$ cat config.mk
export PLATFORM = sky130hd
export DESIGN_NAME = regfile_write_arbiter_flat
export DESIGN_NICKNAME = d
export VERILOG_FILES = /design/src/rtl/regfile_write_arbiter_pkg.sv /design/src/rtl/regfile_write_arbiter_if.sv /design/src/rtl/regfile_write_arbiter_scoreboard.sv /design/src/rtl/regfile_write_arbiter.sv /design/src/flat_wrapper.sv
export SDC_FILE = /design/constraint.sdc
export NUM_CORES = 1
export LEC_CHECK = 0
export BUFFER_PORTS_ARGS = -buffer_cell sky130_fd_sc_hd__buf_2
export CAP_MARGIN = 20
export CORE_MARGIN = 4
export CORE_UTILIZATION = 44
export CTS_CLUSTER_SIZE = 28
export DETAILED_ROUTE_END_ITERATION = 12
export MAX_ROUTING_LAYER = met4
export PLACE_DENSITY = 0.79
export SKIP_LAST_GASP = 1
export SYNTH_ARGS = -nofsm -noshare
export SYNTH_HDL_FRONTEND = slang
export SYNTH_SLANG_ARGS = --single-unit
$ cat constraint.sdc
create_clock -name CLOCK -period 2.8 [get_ports CLOCK]
set_clock_uncertainty 0.05 [all_clocks]
set_input_delay 0.14 -clock CLOCK [delete_from_list [all_inputs] [get_ports CLOCK]]
set_output_delay 0.14 -clock CLOCK [all_outputs]
set_load 0.05 [all_outputs]
$ cat src/rtl/regfile_write_arbiter_pkg.sv
// Shared types and constants for the register-file write arbiter slice.
package mips_regfile_pkg;

    localparam int REG_ADDR_W = 5;
    localparam int DATA_W     = 32;
    localparam int NUM_REGS   = 32;

    typedef logic [REG_ADDR_W-1:0] reg_addr_t;
    typedef logic [DATA_W-1:0]     reg_data_t;

    // Register 0 is hard-wired: never written, never tracked as busy.
    localparam reg_addr_t REG_ZERO = '0;

    // Which source owns the register-file write port this cycle.
    typedef enum logic [1:0] {
        GRANT_NONE = 2'd0,
        GRANT_PIPE = 2'd1,
        GRANT_AUX  = 2'd2
    } grant_e;

endpackage : mips_regfile_pkg

$ cat src/rtl/regfile_write_arbiter_if.sv
// Bus bundle between the WB stage / long-latency unit / issue stage and the
// write arbiter. The slave modport is the arbiter's view.
interface regfile_write_arbiter_if;
    import mips_regfile_pkg::*;

    // Pipeline WB write request
    logic             PipeWrEn_IN;
    reg_addr_t        PipeWrReg_IN;
    reg_data_t        PipeWrData_IN;

    // Long-latency result handshake
    logic             AuxValid_IN;
    reg_addr_t        AuxWrReg_IN;
    reg_data_t        AuxWrData_IN;
    logic             AuxReady_OUT;

    // Issue-stage scoreboard interface
    logic             IssueValid_IN;
    reg_addr_t        IssueDestReg_IN;
    reg_addr_t        ChkSrc1_IN;
    reg_addr_t        ChkSrc2_IN;
    reg_addr_t        ChkDest_IN;
    logic             Hazard_OUT;
    logic             PipeStall_OUT;
    logic [NUM_REGS-1:0] BusyVec_OUT;

    // Register-file write port
    logic             RegWriteEnable_OUT;
    reg_addr_t        RegWriteRegister_OUT;
    reg_data_t        RegWriteData_OUT;

    modport master (
        output PipeWrEn_IN, PipeWrReg_IN, PipeWrData_IN,
        output AuxValid_IN, AuxWrReg_IN, AuxWrData_IN,
        input  AuxReady_OUT,
        output IssueValid_IN, IssueDestReg_IN,
        output ChkSrc1_IN, ChkSrc2_IN, ChkDest_IN,
        input  Hazard_OUT, PipeStall_OUT, BusyVec_OUT,
        input  RegWriteEnable_OUT, RegWriteRegister_OUT, RegWriteData_OUT
    );

    modport slave (
        input  PipeWrEn_IN, PipeWrReg_IN, PipeWrData_IN,
        input  AuxValid_IN, AuxWrReg_IN, AuxWrData_IN,
        output AuxReady_OUT,
        input  IssueValid_IN, IssueDestReg_IN,
        input  ChkSrc1_IN, ChkSrc2_IN, ChkDest_IN,
        output Hazard_OUT, PipeStall_OUT, BusyVec_OUT,
        output RegWriteEnable_OUT, RegWriteRegister_OUT, RegWriteData_OUT
    );

endinterface : regfile_write_arbiter_if

$ cat src/rtl/regfile_write_arbiter_scoreboard.sv
// Busy-register scoreboard: one bit per architectural register marking an
// outstanding long-latency write, with three combinational lookup ports.
module regfile_scoreboard
    import mips_regfile_pkg::*;
(
    input  logic                CLOCK,
    input  logic                RESET,
    input  logic                set_en_i,
    input  reg_addr_t           set_reg_i,
    input  logic                clr_en_i,
    input  reg_addr_t           clr_reg_i,
    input  reg_addr_t           lookup_a_i,
    input  reg_addr_t           lookup_b_i,
    input  reg_addr_t           lookup_c_i,
    output logic                busy_a_o,
    output logic                busy_b_o,
    output logic                busy_c_o,
    output logic [NUM_REGS-1:0] busy_vec_o
);

    logic [NUM_REGS-1:0] busy_q;
    logic [NUM_REGS-1:0] busy_d;

    // Next busy vector: clear first, then set, so a same-cycle issue wins.
    always_comb begin
        // NOTE: start from the held value so every path assigns busy_d and no latch is inferred.
        busy_d = busy_q;
        if (clr_en_i) begin
            busy_d[clr_reg_i] = 1'b0;
        end
        if (set_en_i) begin
            busy_d[set_reg_i] = 1'b1;
        end
        busy_d[REG_ZERO] = 1'b0;
    end

    // Busy vector register, dropped entirely on reset.
    always_ff @(posedge CLOCK or negedge RESET) begin
        if (!RESET) begin
            // NOTE: this is 32 flops, not a RAM, so an async reset of every bit is cheap and intended.
            busy_q <= '0;
        end else begin
            // NOTE: non-blocking so all flops sample pre-edge values regardless of block order.
            busy_q <= busy_d;
        end
    end

    assign busy_a_o   = busy_q[lookup_a_i];
    assign busy_b_o   = busy_q[lookup_b_i];
    assign busy_c_o   = busy_q[lookup_c_i];
    assign busy_vec_o = busy_q;

endmodule : regfile_scoreboard

$ cat src/rtl/regfile_write_arbiter.sv
// Register-file write-port arbiter: grants the single write port to the WB
// stage or the long-latency unit, forces a one-cycle stall when the
// long-latency unit starves, and tracks outstanding writes for hazards.
module regfile_write_arbiter
    import mips_regfile_pkg::*;
#(
    parameter int REG_ADDR_W   = mips_regfile_pkg::REG_ADDR_W,
    parameter int DATA_W       = mips_regfile_pkg::DATA_W,
    parameter int STARVE_LIMIT = 4
) (
    input  logic                    CLOCK,
    input  logic                    RESET,
    regfile_write_arbiter_if.slave  bus
);

    localparam int CNT_W = $clog2(STARVE_LIMIT) + 1;
    typedef logic [CNT_W-1:0] cnt_t;
    localparam cnt_t CNT_LAST = cnt_t'(STARVE_LIMIT - 1);
    localparam cnt_t CNT_MAX  = cnt_t'(STARVE_LIMIT);

    logic                  pipe_req;
    logic                  aux_xfer;
    logic                  aux_blocked;
    grant_e                grant;

    logic                  wr_en;
    logic [REG_ADDR_W-1:0] wr_reg;
    logic [DATA_W-1:0]     wr_data;

    cnt_t                  cnt_q;
    cnt_t                  cnt_d;
    logic                  stall_q;
    logic                  stall_d;

    logic                  busy_src1;
    logic                  busy_src2;
    logic                  busy_dest;

    // A WB write to r0 is a no-op and must not steal the port.
    assign pipe_req = bus.PipeWrEn_IN && (bus.PipeWrReg_IN != REG_ZERO);

    // Priority grant: forced stall favours aux, else pipe, else aux.
    always_comb begin
        grant = GRANT_NONE;
        if (stall_q && bus.AuxValid_IN) begin
            grant = GRANT_AUX;
        end else if (pipe_req) begin
            grant = GRANT_PIPE;
        end else if (bus.AuxValid_IN) begin
            grant = GRANT_AUX;
        end
    end

    assign bus.AuxReady_OUT = (grant == GRANT_AUX);
    assign aux_xfer         = bus.AuxValid_IN && bus.AuxReady_OUT;
    assign aux_blocked      = bus.AuxValid_IN && !bus.AuxReady_OUT;

    // Write-port mux from the granted source; aux writes to r0 only handshake.
    always_comb begin
        wr_en   = 1'b0;
        wr_reg  = bus.PipeWrReg_IN;
        wr_data = bus.PipeWrData_IN;
        case (grant)
            GRANT_PIPE: wr_en = 1'b1;
            GRANT_AUX: begin
                wr_en   = (bus.AuxWrReg_IN != REG_ZERO);
                wr_reg  = bus.AuxWrReg_IN;
                wr_data = bus.AuxWrData_IN;
            end
            default: wr_en = 1'b0;
        endcase
    end

    assign bus.RegWriteEnable_OUT   = wr_en;
    assign bus.RegWriteRegister_OUT = wr_reg;
    assign bus.RegWriteData_OUT     = wr_data;

    // Starvation tracking: count blocked cycles, raise stall on the last one.
    always_comb begin
        cnt_d   = '0;
        stall_d = stall_q;
        if (aux_blocked) begin
            cnt_d = (cnt_q == CNT_MAX) ? cnt_q : cnt_q + cnt_t'(1);
        end
        if (aux_xfer) begin
            stall_d = 1'b0;
        end else if (aux_blocked && (cnt_q == CNT_LAST)) begin
            stall_d = 1'b1;
        end
    end

    // Starve counter and stall flag registers.
    always_ff @(posedge CLOCK or negedge RESET) begin
        if (!RESET) begin
            cnt_q   <= '0;
            stall_q <= 1'b0;
        end else begin
            cnt_q   <= cnt_d;
            stall_q <= stall_d;
        end
    end

    assign bus.PipeStall_OUT = stall_q;

    regfile_scoreboard u_scoreboard (
        .CLOCK      (CLOCK),
        .RESET      (RESET),
        .set_en_i   (bus.IssueValid_IN),
        .set_reg_i  (bus.IssueDestReg_IN),
        .clr_en_i   (aux_xfer),
        .clr_reg_i  (bus.AuxWrReg_IN),
        .lookup_a_i (bus.ChkSrc1_IN),
        .lookup_b_i (bus.ChkSrc2_IN),
        .lookup_c_i (bus.ChkDest_IN),
        .busy_a_o   (busy_src1),
        .busy_b_o   (busy_src2),
        .busy_c_o   (busy_dest),
        .busy_vec_o (bus.BusyVec_OUT)
    );

    assign bus.Hazard_OUT = busy_src1 || busy_src2 || busy_dest;

endmodule : regfile_write_arbiter

$ cat src/flat_wrapper.sv
// flat-port wrapper written by rule: the top's interface ports become plain ports
module regfile_write_arbiter_flat import mips_regfile_pkg::*;
#(
    parameter int REG_ADDR_W   = mips_regfile_pkg::REG_ADDR_W,
    parameter int DATA_W       = mips_regfile_pkg::DATA_W,
    parameter int STARVE_LIMIT = 4
)
  (CLOCK, RESET, bus_PipeWrEn_IN, bus_PipeWrReg_IN, bus_PipeWrData_IN, bus_AuxValid_IN, bus_AuxWrReg_IN, bus_AuxWrData_IN, bus_AuxReady_OUT, bus_IssueValid_IN, bus_IssueDestReg_IN, bus_ChkSrc1_IN, bus_ChkSrc2_IN, bus_ChkDest_IN, bus_Hazard_OUT, bus_PipeStall_OUT, bus_BusyVec_OUT, bus_RegWriteEnable_OUT, bus_RegWriteRegister_OUT, bus_RegWriteData_OUT);
  regfile_write_arbiter_if bus_i ();
  input  logic CLOCK;
  input  logic RESET;
  input wire logic [$bits(bus_i.PipeWrEn_IN)-1:0] bus_PipeWrEn_IN;
  input wire logic [$bits(bus_i.PipeWrReg_IN)-1:0] bus_PipeWrReg_IN;
  input wire logic [$bits(bus_i.PipeWrData_IN)-1:0] bus_PipeWrData_IN;
  input wire logic [$bits(bus_i.AuxValid_IN)-1:0] bus_AuxValid_IN;
  input wire logic [$bits(bus_i.AuxWrReg_IN)-1:0] bus_AuxWrReg_IN;
  input wire logic [$bits(bus_i.AuxWrData_IN)-1:0] bus_AuxWrData_IN;
  output wire logic [$bits(bus_i.AuxReady_OUT)-1:0] bus_AuxReady_OUT;
  input wire logic [$bits(bus_i.IssueValid_IN)-1:0] bus_IssueValid_IN;
  input wire logic [$bits(bus_i.IssueDestReg_IN)-1:0] bus_IssueDestReg_IN;
  input wire logic [$bits(bus_i.ChkSrc1_IN)-1:0] bus_ChkSrc1_IN;
  input wire logic [$bits(bus_i.ChkSrc2_IN)-1:0] bus_ChkSrc2_IN;
  input wire logic [$bits(bus_i.ChkDest_IN)-1:0] bus_ChkDest_IN;
  output wire logic [$bits(bus_i.Hazard_OUT)-1:0] bus_Hazard_OUT;
  output wire logic [$bits(bus_i.PipeStall_OUT)-1:0] bus_PipeStall_OUT;
  output wire logic [$bits(bus_i.BusyVec_OUT)-1:0] bus_BusyVec_OUT;
  output wire logic [$bits(bus_i.RegWriteEnable_OUT)-1:0] bus_RegWriteEnable_OUT;
  output wire logic [$bits(bus_i.RegWriteRegister_OUT)-1:0] bus_RegWriteRegister_OUT;
  output wire logic [$bits(bus_i.RegWriteData_OUT)-1:0] bus_RegWriteData_OUT;
  assign bus_i.PipeWrEn_IN = bus_PipeWrEn_IN;
  assign bus_i.PipeWrReg_IN = bus_PipeWrReg_IN;
  assign bus_i.PipeWrData_IN = bus_PipeWrData_IN;
  assign bus_i.AuxValid_IN = bus_AuxValid_IN;
  assign bus_i.AuxWrReg_IN = bus_AuxWrReg_IN;
  assign bus_i.AuxWrData_IN = bus_AuxWrData_IN;
  assign bus_AuxReady_OUT = bus_i.AuxReady_OUT;
  assign bus_i.IssueValid_IN = bus_IssueValid_IN;
  assign bus_i.IssueDestReg_IN = bus_IssueDestReg_IN;
  assign bus_i.ChkSrc1_IN = bus_ChkSrc1_IN;
  assign bus_i.ChkSrc2_IN = bus_ChkSrc2_IN;
  assign bus_i.ChkDest_IN = bus_ChkDest_IN;
  assign bus_Hazard_OUT = bus_i.Hazard_OUT;
  assign bus_PipeStall_OUT = bus_i.PipeStall_OUT;
  assign bus_BusyVec_OUT = bus_i.BusyVec_OUT;
  assign bus_RegWriteEnable_OUT = bus_i.RegWriteEnable_OUT;
  assign bus_RegWriteRegister_OUT = bus_i.RegWriteRegister_OUT;
  assign bus_RegWriteData_OUT = bus_i.RegWriteData_OUT;
  regfile_write_arbiter #(.REG_ADDR_W(REG_ADDR_W), .DATA_W(DATA_W), .STARVE_LIMIT(STARVE_LIMIT)) u_core (.CLOCK(CLOCK), .RESET(RESET), .bus(bus_i));
endmodule
==> impl_metrics.json <==
{
  "status": "finished, final reports clean",
  "vias": 3071,
  "hp-class": "in2reg",
  "layout.nets": 539,
  "ys_seq_area_share_pct": 30.91,
  "yosys-top-cells-count": "o21ai_0 (64), mux2_2 (46), dfrtp_1 (35)",
  "netlist.area_leader.share_pct": 30.91,
  "post_cts_buffers": 0,
  "cts_hold_buffers": 1,
  "syn_nets": 372,
  "grt_pass1_vias": 3058,
  "worstPathRequired_ps": 2610,
  "grt_pass1_wl_um": 15640,
  "grt_max_degree": 36,
  "drv_slew": 0,
  "clk_path_buf_depth": 2,
  "dp_slack_ps": 205.0,
  "dpl.hpwl_um": 8401,
  "wl_um": 10180,
  "fin_setup_tns_ps": 0,
  "swShare_pct": 50.52,
  "area_growth_pct": 35.32,
  "die-area_um2": 7789,
  "p_per_area_nw_per_um2": 682.6,
  "die_x_um": 88.26,
  "synth-seq-cells": 35,
  "fillers": 540,
  "gp_congestion": 0.9659,
  "synth-edff-count": 0,
  "clock-root-buffer": "clkbuf_8",
  "min_period_over_period_pct": 90.89,
  "hold_viol_final": 0,
  "period_needed_ps": 2545,
  "switching_power_mw": 1.323,
  "synth_cell_types": 37,
  "clkPwrFrac_pct": 13.8,
  "yosysWarnings": 0,
  "leakagePower_nw": 1.735,
  "synth_top_cell_by_area": "dfrtp_1",
  "synth_area_um2": 2834,
  "cap_violations": 0,
  "first_pass_iters": 5,
  "overflow": 0,
  "dieHeight_um": 88.26,
  "syn-mean-instance-area_um2": 10.57,
  "final_core_util_pct": 62.91,
  "setup_viol": 0,
  "rows": 28,
  "combPwrFrac_pct": 55.5,
  "cp-start-kind": "input pin",
  "syn_inst": 268,
  "ir_worst_vdd_mv": 0.4297,
  "antenna_cells": 0,
  "ant_nets": 0,
  "slew_headroom_pct": 49.88,
  "core_um2": 6096,
  "drtIter0Drc": 243,
  "synth.most_common_cell": "o21ai_0",
  "final_cell_area_um2": 3835,
  "viasPerCell": 6.022,
  "sequentialPowerShare_pct": 30.7,
  "initial_utilization_pct": 46.49,
  "ctsResizeCount": 0,
  "drt_drc_violations_left": 0,
  "clock_sinks": 35,
  "htree_levels": 2,
  "arrival_ps": 2350,
  "worst_slew_pin_slew_ps": 751.8,
  "synth_area_leaders": "dfrtp_1 (31%), mux2_2 (18%), o21ai_0 (11%)",
  "path_clk_slew_ps": 70,
  "clk_latency_ps": 290,
  "crit_type": "in2out",
  "crit_fanout": 24,
  "placed_area_um2": 3737,
  "post-route-worst-setup-slack_ps": 255.1,
  "grt_antenna_before_repair": 0,
  "cts_tree": "built",
  "power_mw": 2.618,
  "fmax_mhz": 392.9,
  "io_buffers": 170,
  "grt_setup_unrepaired": "no",
  "layout-drive-gt1-share_pct": 56.55,
  "setup.worst_path.end_class": "primary output",
  "grt_usage_pct": 27.30,
  "cts_buffers": 5,
  "wire_per_inst_um": 19.97,
  "ys.flop_type": "dfrtp_1",
  "synth-async-reset-ratio_pct": 100.0,
  "boundaryPins": 172,
  "intPower_mw": 1.295
}
## worst max-delay path: stages
cell      delay, ps
buf_2           100
or4_1           500
o211ai_1        270
and2_1          200
ha_2            210
buf_4           290
mux2_2          410
buf_2           220
## cells in the final DEF (no fill, tap or decap), types with 4 or more instances in the layout
cell type and n:
buf_2 170, o21ai_0 64, mux2_2 46, dfrtp_1 35, mux4_2 13, nand3b_1 11
nand2_1 9, inv_1 7, nor2_1 7, mux2i_1 7, a21oi_1 6, clkbuf_8 6
nand3_1 5, or3b_2 4, mux4_1 4, ha_1 4
## power groups by stage
stage	Clock, mW	Combinational (mW)	Sequential, mW
after CTS	0.365	1.46	0.796
final	0.362	1.45	0.804
after global placement	0	1.43	0.800
after floorplan	0	0.685	1.15
after global routing	0.397	1.53	0.821
after detailed placement	0	1.45	0.806
## metal layers
layer	track usage [%]	routed length [um]
met1	30.81	3720
met2	44.60	4915
met3	5.866	1030
met4	15.93	517
met5	-	0
## final timing paths
path,from,slack (ps),cells after the start,to
worst max-delay path,bus_PipeWrReg_IN[2],260,8,bus_RegWriteData_OUT[24]
worst min-delay path,bus_AuxValid_IN,100,2,u_core.bus.PipeStall_OUT
worst max register to register,u_core.bus.PipeStall_OUT,630,8,u_core.u_scoreboard.busy_vec_o[3]
worst min register to register,u_core.cnt_q[2],520,2,u_core.cnt_q[1]
max in group asynchronous,RESET,1810,2,u_core.u_scoreboard.busy_vec_o[8]
min in group asynchronous,RESET,400,2,u_core.cnt_q[2]
## registers in the layout, summed over array words and instances (netlist names)
| register | cells |
|---|---|
| u_core.bus.PipeStall_OUT | 1 |
| u_core.cnt_q | 3 |
| u_core.u_scoreboard.busy_vec_o | 31 |
## cell families (layout without fill, tap and decap cells)
logic type / count (synthesis) / after routing / synth area share, %
mux: 71 / 71 / 35.67
flops: 35 / 35 / 30.91
fa+ha+maj: 5 / 5 / 2.208
xor+xnor: 1 / 1 / 0.3091
buf+inv: 20 / 187 / 3.709
simple gates: 53 / 53 / 11.30
compound gates: 82 / 82 / 15.76
other cells: 1 / 1 / 0.1323
## cell type report
cell class | instances | area [um2] | share of cell area (%)
Multi-Input combinational cell | 213 | 1863 | 48.58
Clock buffer | 6 | 82.58 | 2.153
Inverter | 7 | 26.28 | 0.6852
Tap cell | 75 | 93.84 | 2.447
Sequential cell | 35 | 875.8 | 22.84
Clock inverter | 1 | 5.005 | 0.1305
Timing Repair Buffer | 173 | 888.4 | 23.16
## metrics by stage
step           hold WS (ps)  instances
3_5_place_dp          198.2        502
4_1_cts               100.2        510
3_3_place_gp          195.2        502
6_report              104.2        510
5_1_grt               116.1        510
2_1_floorplan        -205.6        268
No activity file was read; power rests on OpenSTA's default activity.
